**src/rtl/shifter_iter.sv**
```systemverilog
// ---------------------------------------------------------------------------
// shifter_iter
//
// Multi-cycle shifter shared beside the ALU. It accepts an operand, a shift
// amount and a mode (LSL, LSR, ASR, ROR). It then shifts a working copy by up
// to STEP bit positions per clock. The final value and the last bit shifted
// out are published together with a one-cycle done pulse.
//
// Parameters
//   WIDTH     operand width (power of 2, >= 4)
//   STEP      maximum shift applied per clock (1..WIDTH-1)
//   SW        shift-amount width, $clog2(WIDTH), derived
//
// Ports
//   clk        in   rising-edge clock
//   reset_n    in   synchronous active-low reset
//   start      in   request, sampled only while idle
//   op         in   mode: 00 LSL, 01 LSR, 10 ASR, 11 ROR
//   d_in       in   operand
//   shamt      in   shift amount 0..WIDTH-1
//   busy       out  high whenever the engine is not idle
//   done       out  one-cycle pulse, d_out/carry valid
//   d_out      out  result register
//   carry      out  last bit shifted/rotated out
//   state_dbg  out  current FSM state (0 IDLE, 1 SHIFT, 2 DONE)
//
// Handshake: a request is taken on any rising edge where start=1 and busy=0.
// While busy=1, start is ignored and nothing is queued. There is no
// backpressure on the result. done is high for exactly one cycle with the new
// d_out/carry, and busy is still high in that cycle. d_out/carry then hold
// until the next result replaces them.
// ---------------------------------------------------------------------------
module shifter_iter #(
    parameter  int WIDTH = 8,
    parameter  int STEP  = 3,
    localparam int SW    = $clog2(WIDTH)
) (
    input  logic             clk,
    input  logic             reset_n,
    input  logic             start,
    input  logic [1:0]       op,
    input  logic [WIDTH-1:0] d_in,
    input  logic [SW-1:0]    shamt,
    output logic             busy,
    output logic             done,
    output logic [WIDTH-1:0] d_out,
    output logic             carry,
    output logic [1:0]       state_dbg
);

    typedef enum logic [1:0] {
        IDLE  = 2'd0,
        SHIFT = 2'd1,
        DONE  = 2'd2
    } state_t;

    localparam logic [1:0] OP_LSL = 2'b00;
    localparam logic [1:0] OP_LSR = 2'b01;
    localparam logic [1:0] OP_ASR = 2'b10;
    localparam logic [1:0] OP_ROR = 2'b11;

    localparam logic [SW-1:0] STEP_V = SW'(STEP);

    state_t           state;
    logic [WIDTH-1:0] work;      // working value, never visible on d_out
    logic             work_c;    // last bit shifted out so far
    logic [SW-1:0]    rem;       // positions still to shift
    logic [1:0]       op_q;
    logic             sign_q;    // MSB of the original operand, ASR fill

    logic [SW-1:0]    k;         // positions shifted this clock
    logic [WIDTH-1:0] step_w;
    logic             step_c;

    assign state_dbg = state;

    assign k = (rem > STEP_V) ? STEP_V : rem;

    // One clock's worth of shifting is a chain of STEP single-bit stages.
    // Only the first k stages are enabled. The carry is the bit leaving on
    // the last enabled stage.
    always_comb begin
        step_w = work;
        step_c = work_c;
        for (int i = 0; i < STEP; i++) begin
            if (SW'(i) < k) begin
                unique case (op_q)
                    OP_LSL: begin
                        step_c = step_w[WIDTH-1];
                        step_w = {step_w[WIDTH-2:0], 1'b0};
                    end
                    OP_LSR: begin
                        step_c = step_w[0];
                        step_w = {1'b0, step_w[WIDTH-1:1]};
                    end
                    OP_ASR: begin
                        step_c = step_w[0];
                        step_w = {sign_q, step_w[WIDTH-1:1]};
                    end
                    OP_ROR: begin
                        step_c = step_w[0];
                        step_w = {step_w[0], step_w[WIDTH-1:1]};
                    end
                    default: begin
                        step_c = step_c;
                        step_w = step_w;
                    end
                endcase
            end
        end
    end

    always_ff @(posedge clk) begin
        if (!reset_n) begin
            state  <= IDLE;
            busy   <= 1'b0;
            done   <= 1'b0;
            d_out  <= '0;
            carry  <= 1'b0;
            work   <= '0;
            work_c <= 1'b0;
            rem    <= '0;
            op_q   <= OP_LSL;
            sign_q <= 1'b0;
        end else begin
            done <= 1'b0;
            unique case (state)
                IDLE: begin
                    if (start) begin
                        op_q   <= op;
                        sign_q <= d_in[WIDTH-1];
                        work   <= d_in;
                        work_c <= 1'b0;
                        rem    <= shamt;
                        busy   <= 1'b1;
                        if (shamt == '0) begin
                            // Nothing to shift: publish the operand directly.
                            d_out <= d_in;
                            carry <= 1'b0;
                            done  <= 1'b1;
                            state <= DONE;
                        end else begin
                            state <= SHIFT;
                        end
                    end
                end
                SHIFT: begin
                    work   <= step_w;
                    work_c <= step_c;
                    rem    <= rem - k;
                    if (rem == k) begin
                        d_out <= step_w;
                        carry <= step_c;
                        done  <= 1'b1;
                        state <= DONE;
                    end
                end
                DONE: begin
                    busy  <= 1'b0;
                    state <= IDLE;
                end
                default: begin
                    busy  <= 1'b0;
                    state <= IDLE;
                end
            endcase
        end
    end

endmodule

```
**config.mk**
```make
export PLATFORM = sky130hd
export DESIGN_NAME = shifter_iter
export DESIGN_NICKNAME = d
export VERILOG_FILES = /design/src/rtl/shifter_iter.sv
export SDC_FILE = /design/constraint.sdc
export NUM_CORES = 1
export LEC_CHECK = 0
export ABC_AREA = 1
export CORE_MARGIN = 2
export CORE_UTILIZATION = 50
export DETAILED_ROUTE_END_ITERATION = 8
export PLACE_DENSITY = 0.74
export SETUP_SLACK_MARGIN = 0.4
export SYNTH_ARGS = -nofsm -noshare
export SYNTH_HDL_FRONTEND = slang
export SYNTH_SLANG_ARGS = --single-unit
export TNS_END_PERCENT = 30
```
**constraint.sdc**
```tcl
create_clock -name clk -period 1.84 [get_ports clk]
set_clock_uncertainty 0.15 [all_clocks]
set_input_delay 0.276 -clock clk [delete_from_list [all_inputs] [get_ports clk]]
set_output_delay 0.276 -clock clk [all_outputs]
set_load 0.02 [all_outputs]
```
# Yosys cells after proc, flatten, opt, wreduce, memory -nomap -nowiden
# Index checks and enable logic that the tools add are counted.
# op_classes
mux	37
n_eq_ne	8
magnitude_cmp	4
add_sub_neg	1
bitwise_logic	1
n_reduce_logical	10
# ops
op	n
$pmux W8 S4	3
$mux W8	7
$pmux W8 S2	2
$pmux W1 S2	7
$mux W1	11
$reduce_and A2 Y1	4
$lt A1 B3 Y1 const A	2
$mux W2	3
$mux W3	2
$ne A2 B2 Y1 const B	3
$pmux W3 S2	1
$eq A2 B1 Y1 const B	2
$eq A2 B2 Y1 const B	2
$logic_not A2 Y1	2
$pmux W2 S2	1
$reduce_and A4 Y1	1
$eq A3 B3 Y1	1
$gt A3 B2 Y1 const B	1
$logic_not A3 Y1	1
$lt A2 B3 Y1 const A	1
$reduce_or A3 Y1	1
$sub A3 B3 Y3	1
$reduce_bool A2 Y1	1
$not A1 Y1	1
# totals
ff_bits	28
inputBits	16
output_inout_bits	13
wordCells	71

# Longest topological paths before layout
# depth
depth_word	10
ltp_mapped	13
depth_no_buf	12

# Worst setup path before layout
# Ideal clock, no wire load.
# synth_path
kind	reg2reg
from	register rem[0]
to	register d_out[5]
period_less_slack_ns	1.685
t_arrival_ns	1.412
setup_slack_ns	0.155
stages_incl_launch_ff	11
path_buffers	1
cell_sequence	dfxtp_1 inv_1 nand2_1 ha_1 inv_1 o31ai_4 o21ai_2 clkinv_2 buf_6 o21ai_1 a21oi_1
# synth_between
elab_chain_cells	10
elab_cells_between_ends	15
# synth_rtl
element	line_no	rtl
start, declared	67	logic [SW-1:0] rem;
start signal, assigned	134	rem <= shamt;
start signal, assigned	150	rem <= rem - k;
$gt A3 B2 Y1	77	assign k = (rem > STEP_V) ? STEP_V : rem;
$mux W3	77	
$lt A1 B3 Y1	86	if (SW'(i) < k) begin
$mux W8	86	
$pmux W8 S4	87	unique case (op_q)
$mux W8	86	
$pmux W8 S4	87	
$mux W8	86	
$mux W8	151	if (rem == k) begin
$pmux W8 S2	127	unique case (state)
end signal, assigned	138	d_out <= d_in;
end signal, assigned	152	d_out <= step_w;
end, declared	46	output logic [WIDTH-1:0] d_out,
# Parallel ways exist; a longest one is shown, timed or not. The select of a mux whose other input is x is not followed.
# A chain may end at the register's enable or synchronous reset.

# Worst setup path after layout
# layout_path
from	register rem[1]
to	register carry
# layout_between
elab_chain_cells	10
elab_cells_between_ends	18
# layout_rtl
element	line_no	rtl
$gt A3 B2 Y1	77	
$mux W3	77	
$lt A1 B3 Y1	86	
$mux W8	86	
$pmux W8 S4	87	
$mux W8	86	
$pmux W1 S2	87	
$mux W1	86	
$mux W1	151	
$pmux W1 S2	127	
end signal, assigned	153	carry <= step_c;
end, declared	47	output logic carry,
# Parallel ways exist; a longest one is shown, timed or not. The select of a mux whose other input is x is not followed.

==> metrics.csv <==
metric;value;unit
wl;5030;microns
synth_area_leaders;dfxtp_1, nand2_1, nand3_1;
synth_area;0.00181;sq mm
fillCellCount;294;
yosysWarnings;0;
antenna_found_initial;0;
synth_top_area_share;31.0;%
slowest_delay;0.39;ns
drc;0;
drt_iter0_drc;139;
grt_usage;25.1;%
n_antenna_cell;0;
die_height;64.1;microns
grt_pass1_wl;8250;microns
synthAdderAreaFrac;0.692;%
syn_nets;283;
max_freq;572;MHz
synth_top_family_by_area;simple AND/OR/NAND/NOR gates;
clock_path_buffers;2;
status;finished, final reports clean;
syn_to_final_growth;39.7;%
criticalPathCategory;reg2reg;
slew_headroom;66.6;%
drv_slew;0;
finalHoldWorstSlack;0.353;ns
vias;1969;
die_area;0.00411;sq mm
ys.flop_type;dfxtp_1;
synth-seq-cells;28;
core_area;0.00342;sq mm
place.gp.congestion;0.941;
dr.pass1.iters;5;
syn-instance-count;266;
cts_made_buffers;3;
critPathSlowestCell;dfxtp_4;
synth_compound_area_share;23.9;%
power.density;1220;mW/mm^2
grt_pass1_vias;1786;
cp.required;1.92;ns
max_slew.worst_pin.slew;0.497;ns
fin_crit;1.75;ns
synth.distinct_cells;31;
synth_common_cells;nand2_1, nand3_1, a21oi_1, o21ai_0, dfxtp_1;
synth-edff-count;0;
start_util;52.9;%
cts-root-buf;clkbuf_4;
cp_data_arrival_time;1.83;ns
cts_max_level;1;
yosysTopAreaCell;dfxtp_1;
fin_crit_sh;95.1;%
insertion_delay;0.33;ns
clkTransAtPathRegs;0.16;ns
vias_per_cell;5.50;
yosys.area_share.simple;34.9;%
end_kind;register;
nets;330;
grt_max_degree;24;
drive_above_1_share;34.3;%
port_buffers;28;
cp_max_fo;4;
worstSetupStartpointType;register;
ant_nets;0;
die_x;64.1;microns
syn_avg_cell_area;6.80;sq um
rows;21;
setup_viol;0;
async_flop_share;0;%
ir_drop;0.690;mV
holdCritPathClass;reg2reg;
hold_viol;0;
clock_sinks;28;
grt_overflow;0;
hpwl;3410;microns
crit_chain;nor2_4 > buf_6 > nand3b_1 > nand3_1 > nand2_2 > o21ai_1 > a21oi_2 > o21ai_2 > a21oi_1;
cts_tree;yes;
p_total;3.07;mW
synth_xor_area_share;0;%
muxShareOfSynthArea;0;%
ios;29;
seq_area_frac_synth;31.0;%
route.detailed.wl_per_inst;14.1;microns
cts_hold_buf;0;
cap_viol_max_count;0;
rsz0062_at_grt;yes;
p_leak;1.12;nW
synth.most_common_cell;nand2_1;
-- cell families after synthesis --
logic type | count (synthesis)
AOI/OAI and AO/OA | 75
DFF | 28
and+or+nand+nor | 126
buffers and inverters | 36
adders and majority gates | 1
-- area by class of cell --
type                            instances  area [sq um]  area share, %
Clock buffer                            4          47.5           1.88
Inverter                               27           111           4.41
Multi-Input combinational cell        203          1250           49.6
Sequential cell                        28           579           22.9
Tap cell                               46          57.6           2.28
Timing Repair Buffer                   49           472           18.7
Timing Repair inverter                  1          5.00          0.198
-- critical path, delay by kind of cell (launching register included) --
kind                   cells  cell delay, ns
AO/OA/AOI/OAI              4            0.46
buffers and inverters      1            0.16
flip-flops                 1            0.39
AND/OR/NAND/NOR            4            0.51
-- sequential cells by signal, summed over array words and instances (netlist names) --
signal / count
work_c: 1
carry: 1
done: 1
d_out: 8
state_dbg: 2
rem: 3
busy: 1
work: 8
op_q: 2
sign_q: 1
-- per-layer routing --
metal	share of wire, %	global-route usage, %
met1	48	34.4
met4	0.62	7.71
met2	46	40.8
met3	5.2	3.70
met5	0	0
-- final timing paths --
| kind | endpoint | slack [ns] | start | cells after the start |
|---|---|---|---|---|
| setup reg to reg | carry | 0.09 | rem[1] | 9 |
| setup / recovery | carry | 0.09 | rem[1] | 9 |
| hold / removal | work_c | 0.35 | work_c | 2 |
| hold reg to reg | work_c | 0.35 | work_c | 2 |
-- layout by cell type, fill, tap and decap left out, drive strengths merged --
cell	n
ha	1
nor3	1
nand2	59
clkbuf	4
dlymetal6s2s	1
or2	3
o211ai	1
a31o	1
nor2	21
inv	25
nand3b	1
dlygate4sd2	9
clkinv	3
o31ai	1
a21oi	30
nand4	8
dfxtp	28
nand3	34
o21ai	40
o21bai	1
buf	22
a32o	1
clkdlybuf4s15	2
clkdlybuf4s50	15
-- per-stage QoR --
step | cells | utilization [%] | worst slack [ns] | instance area, sq um | setup TNS, ns
CTS | 354 | 70.3 | 0.126 | 2400 | 0
global route | 358 | 73.9 | -0.0183 | 2520 | -0.134
global placement | 342 | 65.0 | 0.0396 | 2220 | 0
floorplan | 266 | - | 0.259 | 1850 | 0
detailed placement | 342 | 65.0 | 0.0226 | 2220 | 0
finish | 358 | 73.9 | 0.0907 | 2520 | 0
-- where the power goes --
group	internal [mW]	total (mW)	leakage, nW	switching [mW]
clock network	0.166	0.354	0.0261	0.188
logic	0.734	1.86	0.859	1.13
registers	0.734	0.853	0.235	0.119
-- repair_timing --
item                                    4_1_cts  5_1_grt
setup buffers                                 6        4
endpoints found under the setup margin       36       37
gates resized for setup                      40       30
cloned                                        2        0
pin swaps                                    12        4
(Power assumes the default switching activity.)
==> RTL change 1 (config.mk and constraints unchanged) <==
Change the parameter `STEP` from 3 to 5.
--- a/src/rtl/shifter_iter.sv
+++ b/src/rtl/shifter_iter.sv
@@ -34,3 +34,3 @@
     parameter  int WIDTH = 8,
-    parameter  int STEP  = 3,
+    parameter  int STEP  = 5,
     localparam int SW    = $clog2(WIDTH)
Function: changed (a bounded check fails within 4 cycles, from zero or initial values and one cycle with reset_n low).
==> RTL change 1 against the unedited design <==
The run now ends with negative setup slack left. Routed wire length grew 52%. Setup slack lost 0.37 ns. Cell area grew 33%. Sequential cell count is the same. Cell count grew 35%. Total power shrank 2.4%. Critical path depth grew 7. Clock power shrank 8.8%. Area after synthesis grew 20%.
==> RTL change 1: results <==
# TYPE chip_impl_metric gauge
chip_impl_info{name="status",value="finished with violations"} 1
chip_impl_info{name="failing_checks",value="negative setup slack"} 1
chip_impl_metric{name="half_perimeter_wire_length_after_placement",unit="mm"} 5.24
chip_impl_info{name="worst_hold_path_type",value="flop to flop"} 1
chip_impl_metric{name="routabilityCongestion",unit=""} 0.919
chip_impl_metric{name="fraction_of_layout_instances_using_a_drive_strength_above_1",unit=""} 0.391
chip_impl_info{name="crit_path_top_delay_cell",value="dfxtp_2"} 1
chip_impl_metric{name="vias",unit=""} 2821
chip_impl_metric{name="via_count_of_the_first_global_routing_pass",unit=""} 2618
chip_impl_info{name="synthTopCellsByCount",value="nand2_1 (112), nand3_1 (61), inv_1 (32)"} 1
chip_impl_metric{name="setup_viol",unit=""} 18
chip_impl_metric{name="r2r.worst_path.cells",unit=""} 16
chip_impl_metric{name="mappedNetlistNets",unit=""} 382
chip_impl_metric{name="postLayoutSetupSlackWorst",unit="ns"} -0.279
chip_impl_metric{name="crit_path_max_incr_delay",unit="ns"} 0.34
chip_impl_metric{name="final_net_count",unit=""} 453
chip_impl_info{name="synth_top_flop_cell",value="dfxtp_1"} 1
chip_impl_metric{name="critPathMaxFanout",unit=""} 8
chip_impl_metric{name="grt_max_degree",unit=""} 19
chip_impl_metric{name="finalNonFillerCells",unit=""} 485
chip_impl_metric{name="place.detailed.instances",unit=""} 475
chip_impl_info{name="endpoint",value="work[7]"} 1
chip_impl_metric{name="slew_headroom",unit=""} 0.808
chip_impl_metric{name="grt_use_total",unit=""} 0.298
chip_impl_metric{name="dpl_cell_area",unit="µm²"} 2810
chip_impl_metric{name="synth_cells",unit=""} 366
chip_impl_metric{name="ir_drop",unit="mV"} 0.536
chip_impl_metric{name="detail_route.wl_per_cell",unit="µm"} 15.7
chip_impl_metric{name="synthDistinctLibCells",unit=""} 30
chip_impl_metric{name="cts.reportedPaths.clkPinSlew",unit="ns"} 0.08
chip_impl_info{name="root_buffer",value="clkbuf_8"} 1
chip_impl_metric{name="initialDrtViolationCount",unit=""} 203
chip_impl_metric{name="power.leakage",unit="nW"} 1.58
RTL change 1: power by group:
part           switching (mW)  internal (mW)
registers              0.0790          0.688
clock network           0.177          0.147
logic                    1.15          0.761
RTL change 1: worst max-delay path, delay by kind of cell, from the launching register on:
| kind | cells | cell delay (ns) |
|---|---|---|
| AO/OA/AOI/OAI | 1 | 0.12 |
| buffers and inverters | 2 | 0.17 |
| flip-flops | 1 | 0.34 |
| AND/OR/NAND/NOR | 13 | 1.23 |
RTL change 1: kinds of logic after synthesis:
kind of cell	count (synthesis)	synth area share
flops	28	0.259
simple gates	232	0.502
buf+inv	51	0.105
compound gates	55	0.134
RTL change 1: final cells by class:
class                   count  area (µm²)
fillers                   280         716
inverters                  38         155
repair buffers             78         697
clock buffers               3        41.3
multi-input cells         288        1850
well taps                  50        62.6
flip-flops and latches     28         566
RTL change 1: routing by layer:
layer / global-route usage / vias to the layer above / routed length (µm)
met5: 0 / - / 0
met1: 0.399 / 1318 / 3330
met2: 0.501 / 132 / 3710
li1: - / 1351 / -
met4: 0.0983 / 0 / 212
met3: 0.0291 / 20 / 386
RTL change 1: how the worst min path moves through the flow:
stage	startpoint	endpoint	slack, ns	cells past startpoint
2_1_floorplan	d_in[7]	sign_q	0.26	2
3_3_place_gp	busy	busy	0.29	2
3_5_place_dp	busy	busy	0.29	2
4_1_cts	busy	busy	0.31	2
5_1_grt	busy	busy	0.35	2
6_report	busy	busy	0.30	2
RTL change 1: metrics by stage:
| stage | util | setup TNS (ns) | setup slack, ns |
|---|---|---|---|
| floorplan | - | -0.114 | -0.0205 |
| global placement | 0.687 | -2.76 | -0.225 |
| detailed placement | 0.687 | -3.63 | -0.265 |
| CTS | 0.757 | -2.75 | -0.170 |
| global route | 0.825 | -6.49 | -0.397 |
| finish | 0.825 | -4.22 | -0.279 |
RTL change 1: timing repair:
item                       4_1_cts  5_1_grt
gates resized for setup         67       66
hold buffers                     0        0
cloned                           1        0
buffers inserted                 5        1
setup endpoints to repair       37       28
pin swaps                       38       27
==> RTL change 2 (same settings) <==
Made on the original files. Reset style: asynchronous (`reset_n`), changed in one clocked block. Comments in the files are not updated.
--- a/src/rtl/shifter_iter.sv
+++ b/src/rtl/shifter_iter.sv
@@ -112,3 +112,3 @@
 
-    always_ff @(posedge clk) begin
+    always_ff @(posedge clk or negedge reset_n) begin
         if (!reset_n) begin
Check against the original RTL: differs if reset_n is asserted again (counterexample within 4 cycles, from zero or initial values and one cycle with reset_n low); with reset_n held inactive, the same outputs for 10 cycles.
==> RTL change 2 against the unedited design <==
The flow now finishes with violations (negative setup slack). Setup slack worse by 0.13 ns. Synthesized cell count is 8.6% higher. Critical path type unchanged. Critical endpoint is now work[7]. Sequential share of layout area is 0.48 points higher. Sequential cell count stayed put. Area after synthesis is 7.8% higher. First-iteration DRC count is 17% lower. Count of clock-buffer cells in the layout stayed put. Largest cell class unchanged. Cell area is 19% higher. Die area is 7.3% higher. Routed wire length is 24% higher. Critical path depth is 2 higher.
Power is not shown: default switching activity piles up to over one toggle a cycle in this logic, so the estimate is an artifact.
==> RTL change 2: results <==
# TYPE chip_impl_metric gauge
chip_impl_metric{name="async_flop_share",unit=""} 1.00
chip_impl_metric{name="pre_cts_slack",unit="ns"} -0.0342
chip_impl_info{name="status",value="finished with violations"} 1
chip_impl_metric{name="setup_viol",unit=""} 4
chip_impl_metric{name="via_count_of_the_first_global_routing_pass",unit=""} 2086
chip_impl_metric{name="grtUsageMet1",unit=""} 0.389
chip_impl_metric{name="wl_met2",unit="mm"} 2.99
chip_impl_metric{name="postCtsSetupBuffers",unit=""} 11
chip_impl_metric{name="grt_max_degree",unit=""} 29
chip_impl_metric{name="worst_ep_arrival_time",unit="ns"} 1.95
chip_impl_metric{name="met3_length",unit="µm"} 298
chip_impl_metric{name="dpl_cell_area",unit="µm²"} 2410
chip_impl_metric{name="finalSetupTns",unit="ns"} -0.0651
chip_impl_info{name="failing_checks",value="negative setup slack"} 1
chip_impl_metric{name="drt_pre_antenna_iters",unit=""} 4
chip_impl_metric{name="crit_path_max_incr_delay",unit="ns"} 0.48
chip_impl_metric{name="drt_wirelength",unit="mm"} 6.24
chip_impl_metric{name="final_net_count",unit=""} 368
chip_impl_metric{name="postLayoutSetupSlackWorst",unit="ns"} -0.0401
chip_impl_info{name="synthTopCellsByCount",value="nand2_1 (102), nand3_1 (58), dfrtp_1 (28)"} 1
chip_impl_info{name="crit_path_top_delay_cell",value="dfrtp_2"} 1
chip_impl_metric{name="r2r.worst_path.cells",unit=""} 11
chip_impl_metric{name="critPathMaxFanout",unit=""} 6
chip_impl_metric{name="wl_met1",unit="mm"} 2.72
chip_impl_metric{name="fraction_of_layout_instances_using_a_drive_strength_above_1",unit=""} 0.386
chip_impl_metric{name="initialDrtViolationCount",unit=""} 116
RTL change 2: cell count changes after synthesis, moves of 4 or more:
cell	unedited run	this run
nor2_2	0	4
nand2_1	55	102
dfxtp_1	28	0
o21ai_1	7	2
or2_2	3	7
dfrtp_1	0	28
a21oi_1	29	3
o21ai_0	29	8
o21ai_2	4	0
nand3_1	32	58
inv_1	22	26
RTL change 2: critical path, delay by kind of cell (launching register included):
kind	cells	cell delay, ns
AND/OR/NAND/NOR	11	1.19
flip-flops	1	0.48
RTL change 2: cell families (layout without fill, tap and decap cells):
logic type,Yosys count,after routing,synth area share
fa+ha+maj,1,1,0.00642
compound gates,18,18,0.0552
flops,28,28,0.360
buf+inv,38,97,0.0899
simple gates,204,206,0.489
RTL change 2: cell type report:
cell class	instances	area [µm²]	area share
timing repair buffer	61	608	0.202
inverter	31	139	0.0461
multi-input combinational	225	1440	0.477
clock buffer	4	55.1	0.0183
tap	48	60.1	0.0199
sequential	28	706	0.234
timing repair inverter	1	8.76	0.00291
